File: src/rtl/univ_shift_reg.sv
// Universal shift register: hold, parallel load, left/right shift with serial ports and a
// saturating shift counter. Define ROTATE_EN to add the rot_i port for rotate shifts.
module univ_shift_reg #(
    parameter  int WIDTH = 4,
    localparam int CW    = $clog2(WIDTH + 1)
) (
    input  logic             clk_i,
    input  logic             rst_ni,     // asynchronous, active-low
    input  logic             en_i,
    input  logic [1:0]       mode_i,
    input  logic [WIDTH-1:0] pin_i,
    input  logic             sin_r_i,
    input  logic             sin_l_i,
`ifdef ROTATE_EN
    input  logic             rot_i,
`endif
    output logic [WIDTH-1:0] pout_o,
    output logic             sout_r_o,
    output logic             sout_l_o,
    output logic [CW-1:0]    cnt_o,
    output logic             full_o,
    output logic             word_vld_o
);

    localparam logic [1:0]    MODE_HOLD = 2'b00;
    localparam logic [1:0]    MODE_SHR  = 2'b01;
    localparam logic [1:0]    MODE_SHL  = 2'b10;
    localparam logic [1:0]    MODE_LOAD = 2'b11;
    localparam logic [CW-1:0] CNT_MAX   = CW'(WIDTH);

    logic             rot;
    logic [WIDTH-1:0] data_q, data_d;
    logic [CW-1:0]    cnt_q, cnt_d;
    logic             fill_q, fill_d;
    logic             word_vld_q;

`ifdef ROTATE_EN
    assign rot = rot_i;
`else
    assign rot = 1'b0;
`endif

    always_comb begin
        data_d = data_q;
        cnt_d  = cnt_q;
        fill_d = 1'b0;
        if (en_i) begin
            case (mode_i)
                MODE_SHR: data_d = {(rot ? data_q[0] : sin_r_i), data_q[WIDTH-1:1]};
                MODE_SHL: data_d = {data_q[WIDTH-2:0], (rot ? data_q[WIDTH-1] : sin_l_i)};
                MODE_LOAD: begin
                    data_d = pin_i;
                    cnt_d  = '0;
                end
                default: ;
            endcase
            if (mode_i == MODE_SHR || mode_i == MODE_SHL) begin
                if (cnt_q != CNT_MAX) cnt_d = cnt_q + 1'b1;
                fill_d = (cnt_q == CNT_MAX - 1'b1);
            end
        end
    end

    // fill_q marks the edge that completed the word; word_vld follows one edge later
    // and is not gated by en_i, so it is always a single-cycle pulse.
    always_ff @(posedge clk_i or negedge rst_ni) begin
        if (!rst_ni) begin
            data_q     <= '0;
            cnt_q      <= '0;
            fill_q     <= 1'b0;
            word_vld_q <= 1'b0;
        end else begin
            data_q     <= data_d;
            cnt_q      <= cnt_d;
            fill_q     <= fill_d;
            word_vld_q <= fill_q;
        end
    end

    assign pout_o     = data_q;
    assign sout_r_o   = data_q[0];
    assign sout_l_o   = data_q[WIDTH-1];
    assign cnt_o      = cnt_q;
    assign full_o     = (cnt_q == CNT_MAX);
    assign word_vld_o = word_vld_q;

endmodule

File: config.mk
export PLATFORM = sky130hd
export DESIGN_NAME = univ_shift_reg
export DESIGN_NICKNAME = d
export VERILOG_FILES = /design/src/rtl/univ_shift_reg.sv
export SDC_FILE = /design/constraint.sdc
export NUM_CORES = 1
export LEC_CHECK = 0
export ABC_AREA = 0
export BUFFER_PORTS_ARGS = -buffer_cell sky130_fd_sc_hd__buf_2
export CAP_MARGIN = 20
export CORE_AREA = 5 5 42 44
export DETAILED_ROUTE_END_ITERATION = 7
export DIE_AREA = 0 0 47 49
export PLACE_DENSITY = 0.79
export SETUP_SLACK_MARGIN = 0.02
export SYNTH_ARGS = -nofsm -noshare
export SYNTH_HDL_FRONTEND = slang
export SYNTH_SLANG_ARGS = --single-unit
File: constraint.sdc
create_clock -name clk_i -period 3.35 [get_ports clk_i]
set_input_delay 0.5025 -clock clk_i [delete_from_list [all_inputs] [get_ports clk_i]]
set_output_delay 0.5025 -clock clk_i [all_outputs]
set_load 0.03 [all_outputs]
## Word-level counts from Yosys, hierarchy flattened

Index checks and enable logic that the tools add are counted.
Widths: inputs -> output; s select.

- Input bits: 11
- Output and inout bits: 11
- Flip-flop bits (word level): 9

- Eq/ne operators: 6
- Reduce and logical (&&, ||, !) cells: 3
- Multiplexer cells: 6
- Add/sub/neg operators: 1

Operators with widths:

| kind | number |
|---|---|
| $pmux 4 s3 | 1 |
| $mux 3 | 3 |
| $eq 2x2->1 const B | 2 |
| $add 3x1->3 const B | 1 |
| $eq 3x2->1 const B | 1 |
| $eq 3x3->1 const B | 1 |
| $ne 3x3->1 const B | 1 |
| $reduce_bool 3->1 | 1 |
| $eq 2x1->1 const B | 1 |
| $mux 1 | 2 |
| $reduce_and 2->1 | 1 |
| $logic_or 1x1->1 | 1 |

## Longest topological paths before layout

Gate-level depths: netlist of the first run.

- Word-level depth: 4
- Gate-level depth with buffers: 6
- Depth with buffers taken out: 5

## Worst setup path after synthesis of the first run

Ideal clock, no wire load.

- Path kind: register to output
- From: reg cnt_q[0], in the netlist cnt_o[0]
- To: out full_o
- Slack: 1732 ps
- Cell stages (with the launch flop): 4
- Path buffers: 0
- Data arrival time: 1115 ps
- Path through: dfrtp_1 -> inv_1 -> ha_1 -> and2_1

- Cells in the longest elaborated chain, start to end: 1

RTL lines:

| what | line | RTL |
|---|---|---|
| start: declaration | 33 | `logic [CW-1:0] cnt_q, cnt_d;` |
| start signal: assignment | 74 | `cnt_q <= cnt_d;` |
| $eq 3x3->1 | 84 | `assign full_o = (cnt_q == CNT_MAX);` |
| end: declaration | 21 | `output logic full_o,` |

No other way between the ends.

## Final worst setup path of the first run

Ends and elaborated chain as after synthesis.

==> results.txt, run 1 <==
Run status: finished clean
Die area: 2300 um^2
Remaining max-slew budget at the tightest pin: 0.841
CP max stage cell: dfrtp_1
Resize count post-CTS: 0
Initial DRT Pass Iterations: 4
Most common cell after layout, fill and taps aside: buf_2
Number of clock sinks: 9
Routed Wire Length: 1.16 mm
Residual overflow from global routing: 0
CTS root buf: clkbuf_4
H-tree depth: 1
Power per cell area: 713 nW/um^2
Gate Count Post-Synth: 56
Routed WL per cell: 12.4 um
Fin nets: 97
Number of cells on the worst reg-to-reg path: 5
Count of boundary I/O pins: 22
Unrepaired setup endpoints after global routing: false
Total number of placement rows: 14
Wire length of the first global-routing pass: 1.88 mm
Area Overhead vs Synth: 22.4%
Data arrival at the endpoint of the critical path: 1310 ps
Number of placed instances with taps included: 90
Setup crit start kind: register
Period utilization: 0.542
Residual DRC count: 0
Routability congestion estimate from global placement: 0.771
Latest clock arrival within the worst-skew pair: 250 ps
Net count after synthesis: 74
Commonest cells after routing, fill and taps aside: 21 x buf_2, 9 x dfrtp_1, 7 x ha_1
Via count of the routed design: 469
Worst slew pin tran: 239 ps
Count of buffer and inverter cells on the critical path: 2
Largest net degree at the start of global routing: 10
Setup slack, reg-to-reg: 1990 ps
Hold buffer count at cts: 0
Worst VDD drop: 0.000353 V
DR iter-0 viols: 16
Initial standard-cell utilization of the core: 0.398
Syn Std Cell Area: 558 um^2
Antenna Violating Nets Remaining: 0
Avg Synthesized Cell Area: 9.96 um^2
Sequential cell area fraction in the yosys report: 0.404
Critical path peak fanout: 5
Cell-by-cell listing of the critical path: inv_1 > ha_1 > and2_1 > buf_2
Final Hold Fails: 0
Count of yosys warnings during synthesis: 0
Detailed-placement wirelength estimate: 910 um
Number of antenna violations at the first check in global routing: 0
Min Tclk post-route: 1820 ps
Static leakage: 0.371 nW
Setup violators final: 0
Netlist cell types: 21
Fill cell instance count of the final layout: 146
Largest buffer count on any clock path: 2
Final cell count without fillers: 94
Worst setup path class: reg -> out
Slowest cell delay on critical path: 440 ps
Chip Height: 49 um
Type of the worst min-delay path: in -> async
Worst EP required: 2850 ps
GRT Total Usage: 0.113
Total CTS buffers: 3
Number of pins with negative max-slew slack in the final report: 0
DIE WIDTH: 47 um
Buffers added on ports: 21
Yosys reg bits: 9
Diodes inserted: 0
Placeable core area: 1400 um^2
Postcts setup bufs: 0
Via-to-Cell Ratio: 4.99
Layout cells sized above 1: 0.372
Max Clock Freq: 0.550 GHz
Total Negative Setup Slacks: 0 ps
Max Cap Viol: 0
Worst Skew: 3.81 ps
Critical path capture point type: output port
CTS tree: yes
Vias in the first global route: 441
Cell class contributing the biggest share of worst-path delay: flip-flops
Reg-to-reg endpoint: cnt_o[0]
Register clock-pin slew on the reported worst setup and hold paths: 60 ps
Origin of the critical flop-to-flop path: cnt_o[0]
-- sequential cells by signal (all words and copies together), names as in the netlist --
register,count
cnt_o,3
fill_q,1
pout_o,4
word_vld_o,1
-- layout make-up --
cell class	instances	area, um^2	share of cell area
clock buffer	4	26.3	0.0385
timing repair buffer	21	105	0.154
multi-input combinational	38	284	0.416
sequential	9	225	0.330
inverter	6	22.5	0.0330
tap	16	20.0	0.0293
-- logic make-up (layout without fill, tap and decap cells) --
logic type               count (synthesis)  count (layout)  share of synthesized area
adder cells (fa/ha/maj)                  7               7                      0.157
buffers and inverters                    9              31                     0.0874
AND/OR/NAND/NOR                         15              15                      0.137
flip-flops                               9               9                      0.404
AO/OA/AOI/OAI                           16              16                      0.215
-- report_power, final --
part	switching, W	internal, W
Combinational	0.000146	0.0000885
Clock	0.0000352	0.0000457
Sequential	0.0000339	0.000138
Total	0.000215	0.000272
-- cell usage after synthesis --
cell	n	area share
and3_2	1	0.013
nor2b_2	1	0.016
a22o_1	1	0.016
nand2b_1	1	0.011
nor2b_1	1	0.011
nor2_1	5	0.034
a32o_2	2	0.040
o21a_1	1	0.013
a22oi_1	4	0.054
buf_6	1	0.020
buf_4	2	0.027
a31oi_1	4	0.045
o21ai_0	1	0.0090
and2b_1	1	0.013
inv_1	6	0.040
o21ai_1	2	0.018
a21boi_2	1	0.020
and2_1	1	0.011
ha_1	7	0.16
dfrtp_1	9	0.40
nand2_1	4	0.027
-- routing by layer --
| layer | wire, um | vias to the layer above | track usage |
|---|---|---|---|
| li1 | - | 237 | - |
| met1 | 514 | 211 | 0.144 |
| met5 | 0 | - | 0 |
| met3 | 119 | 2 | 0.0332 |
| met4 | 10 | 0 | 0.0415 |
| met2 | 518 | 19 | 0.174 |
-- worst max-delay path by stage --
stage | cells after the start | endpoint | startpoint | slack, ps
finish | 4 | full_o | cnt_o[0] | 1530
floorplan | 3 | full_o | cnt_o[0] | 1730
global placement | 6 | cnt_o[0] | mode_i[0] | 1760
detailed placement | 6 | cnt_o[0] | mode_i[0] | 1720
CTS | 4 | full_o | cnt_o[0] | 1520
global route | 4 | full_o | cnt_o[0] | 1430
-- metrics by stage --
| stage | utilization | setup WS (ps) | area (um^2) | power (W) | hold WS [ps] |
|---|---|---|---|---|---|
| global placement | 0.469 | 1760 | 657 | 0.000406 | 335 |
| finish | 0.488 | 1530 | 683 | 0.000487 | 93.3 |
| CTS | 0.488 | 1520 | 683 | 0.000495 | 89.9 |
| detailed placement | 0.469 | 1720 | 657 | 0.000408 | 335 |
| global route | 0.488 | 1430 | 683 | 0.000525 | 93.9 |
| floorplan | - | 1730 | 558 | 0.000348 | 207 |
No activity file was read; power rests on OpenSTA's default activity.
==> run 2: changes to the inputs <==
--- a/config.mk
+++ b/config.mk
@@ -8,10 +8,10 @@
 export ABC_AREA = 0
 export BUFFER_PORTS_ARGS = -buffer_cell sky130_fd_sc_hd__buf_2
 export CAP_MARGIN = 20
-export CORE_AREA = 5 5 42 44
+export CORE_MARGIN = 5
+export CORE_UTILIZATION = 41
 export DETAILED_ROUTE_END_ITERATION = 7
-export DIE_AREA = 0 0 47 49
-export PLACE_DENSITY = 0.79
+export PLACE_DENSITY = 0.81
 export SETUP_SLACK_MARGIN = 0.02
 export SYNTH_ARGS = -nofsm -noshare
 export SYNTH_HDL_FRONTEND = slang
==> constraint.sdc (replaced) <==
create_clock -name clk_i -period 1.5 [get_ports clk_i]
set_input_delay 0.225 -clock clk_i [delete_from_list [all_inputs] [get_ports clk_i]]
set_output_delay 0.225 -clock clk_i [all_outputs]
set_load 0.03 [all_outputs]
==> results.txt, run 2 (synthesis gave the netlist of run 1 again) <==
DIE WIDTH: 46.9 um
Critical path peak fanout: 4
Combined flip-flop and latch cell area: 225 um^2
Routed Wire Length: 1.20 mm
Worst EP required: 1270 ps
Final Hold Fails: 0
Total CTS buffers: 3
Setup crit start kind: register
CTS tree: yes
Critical path capture point type: output port
Largest buffer count on any clock path: 2
Initial standard-cell utilization of the core: 0.429
Unrepaired setup endpoints after global routing: false
Remaining max-slew budget at the tightest pin: 0.846
Worst setup path class: reg -> out
Number of placed instances with taps included: 89
Residual overflow from global routing: 0
Static leakage: 0.386 nW
H-tree depth: 1
Fin nets: 100
CP max stage cell: dfrtp_1
Commonest cells after routing, fill and taps aside: 20 x buf_2, 9 x dfrtp_1, 6 x inv_1, 6 x ha_1, 5 x nor2_1
Latest clock arrival within the worst-skew pair: 260 ps
Final cell count without fillers: 96
Type of the worst min-delay path: in -> reg
Setup violators final: 0
GRT Total Usage: 0.123
Buffers added on ports: 21
Post-Place Cell Area: 656 um^2
Core utilization of the finished layout: 0.555
Fill cell instance count of the final layout: 133
Post-placement worst setup slack: 119 ps
Routability congestion estimate from global placement: 0.746
Cell-by-cell listing of the critical path: inv_1 > ha_4 > and2_1 > buf_4
Total Negative Setup Slacks: 0 ps
Number of clock sinks: 9
Total number of placement rows: 13
Residual DRC count: 0
DR iter-0 viols: 4
Min Tclk post-route: 1430 ps
Initial DRT Pass Iterations: 3
Power per cell area: 1670 nW/um^2
Worst VDD drop: 0.000785 V
Total area of multi-input combinational cells: 297 um^2
Max Clock Freq: 0.698 GHz
Slowest cell delay on critical path: 390 ps
Final Worst Setup Slack: 68.0 ps
Period utilization: 0.955
Via-to-Cell Ratio: 4.98
Layout cells sized above 1: 0.395
Wire length of the first global-routing pass: 1.93 mm
Run status: finished clean
Worst Skew: 9.88 ps
Count of boundary I/O pins: 22
Via count of the routed design: 478
Placeable core area: 1300 um^2
Count of buffer and inverter cells on the critical path: 2
Worst slew pin tran: 230 ps
Final Instance Area: 722 um^2
Most common cell after layout, fill and taps aside: buf_2
Diodes inserted: 0
Number of pins with negative max-slew slack in the final report: 0
Detailed-placement wirelength estimate: 926 um
Vias in the first global route: 472
Die area: 2200 um^2
Number of antenna violations at the first check in global routing: 0
Max Cap Viol: 0
Register clock-pin slew on the reported worst setup and hold paths: 70 ps
Data arrival at the endpoint of the critical path: 1210 ps
Flip-flop count of the largest register after layout: 4
Setup slack, reg-to-reg: 80 ps
Chip Height: 46.9 um
Routed WL per cell: 12.5 um
Cell class contributing the biggest share of worst-path delay: flip-flops
Antenna Violating Nets Remaining: 0
CTS root buf: clkbuf_4
Area Overhead vs Synth: 29.4%
Largest net degree at the start of global routing: 10
## run 2: what timing repair did
action	CTS	global route
hold endpoints to repair	9	0
hold buffers	1	0
setup buffers	1	1
gates resized for setup	2	1
cloned	0	0
endpoints found under the setup margin	1	1
## run 2: power by group
part           switching (W)  internal (W)  total (W)
registers          0.0000625      0.000307   0.000370
logic               0.000376      0.000272   0.000649
clock network      0.0000848      0.000102   0.000187
## run 2: tightest hold or removal path: cells and delay by family
| kind | cells | cell delay (ps) |
|---|---|---|
| AO/OA/AOI/OAI | 1 | 70 |
| buffers and inverters | 1 | 90 |
| AND/OR/NAND/NOR | 1 | 50 |
## run 2: final timing paths
path,startpoint,depth (start not counted),endpoint
setup / recovery,cnt_o[1],4,full_o
max in group asynchronous,rst_ni,2,cnt_o[1]
min in group asynchronous,rst_ni,2,pout_o[3]
setup reg to reg,cnt_o[0],5,cnt_o[2]
hold reg to reg,fill_q,0,word_vld_o
hold / removal,pin_i[0],3,pout_o[0]
## run 2: cell type report
cell class	instances	share of cell area
clock buffers	4	0.0364
inverters	6	0.0312
well taps	15	0.0260
repair buffers	24	0.184
multi-input cells	38	0.411
flip-flops and latches	9	0.312
## run 2: metrics by stage
step	total power, W	hold slack [ps]
3_5_place_dp	0.000927	90.8
5_1_grt	0.00130	233
3_3_place_gp	0.000906	89.7
6_report	0.00121	216
2_1_floorplan	0.000777	-70.6
4_1_cts	0.00115	211
## run 2: metal layers
metal | routed length [um] | GRT usage | vias up
li1 | - | - | 244
met1 | 520 | 0.145 | 214
met2 | 547 | 0.211 | 20
met3 | 137 | 0.0421 | 0
met4 | 0 | 0.0331 | 0
met5 | 0 | 0 | -
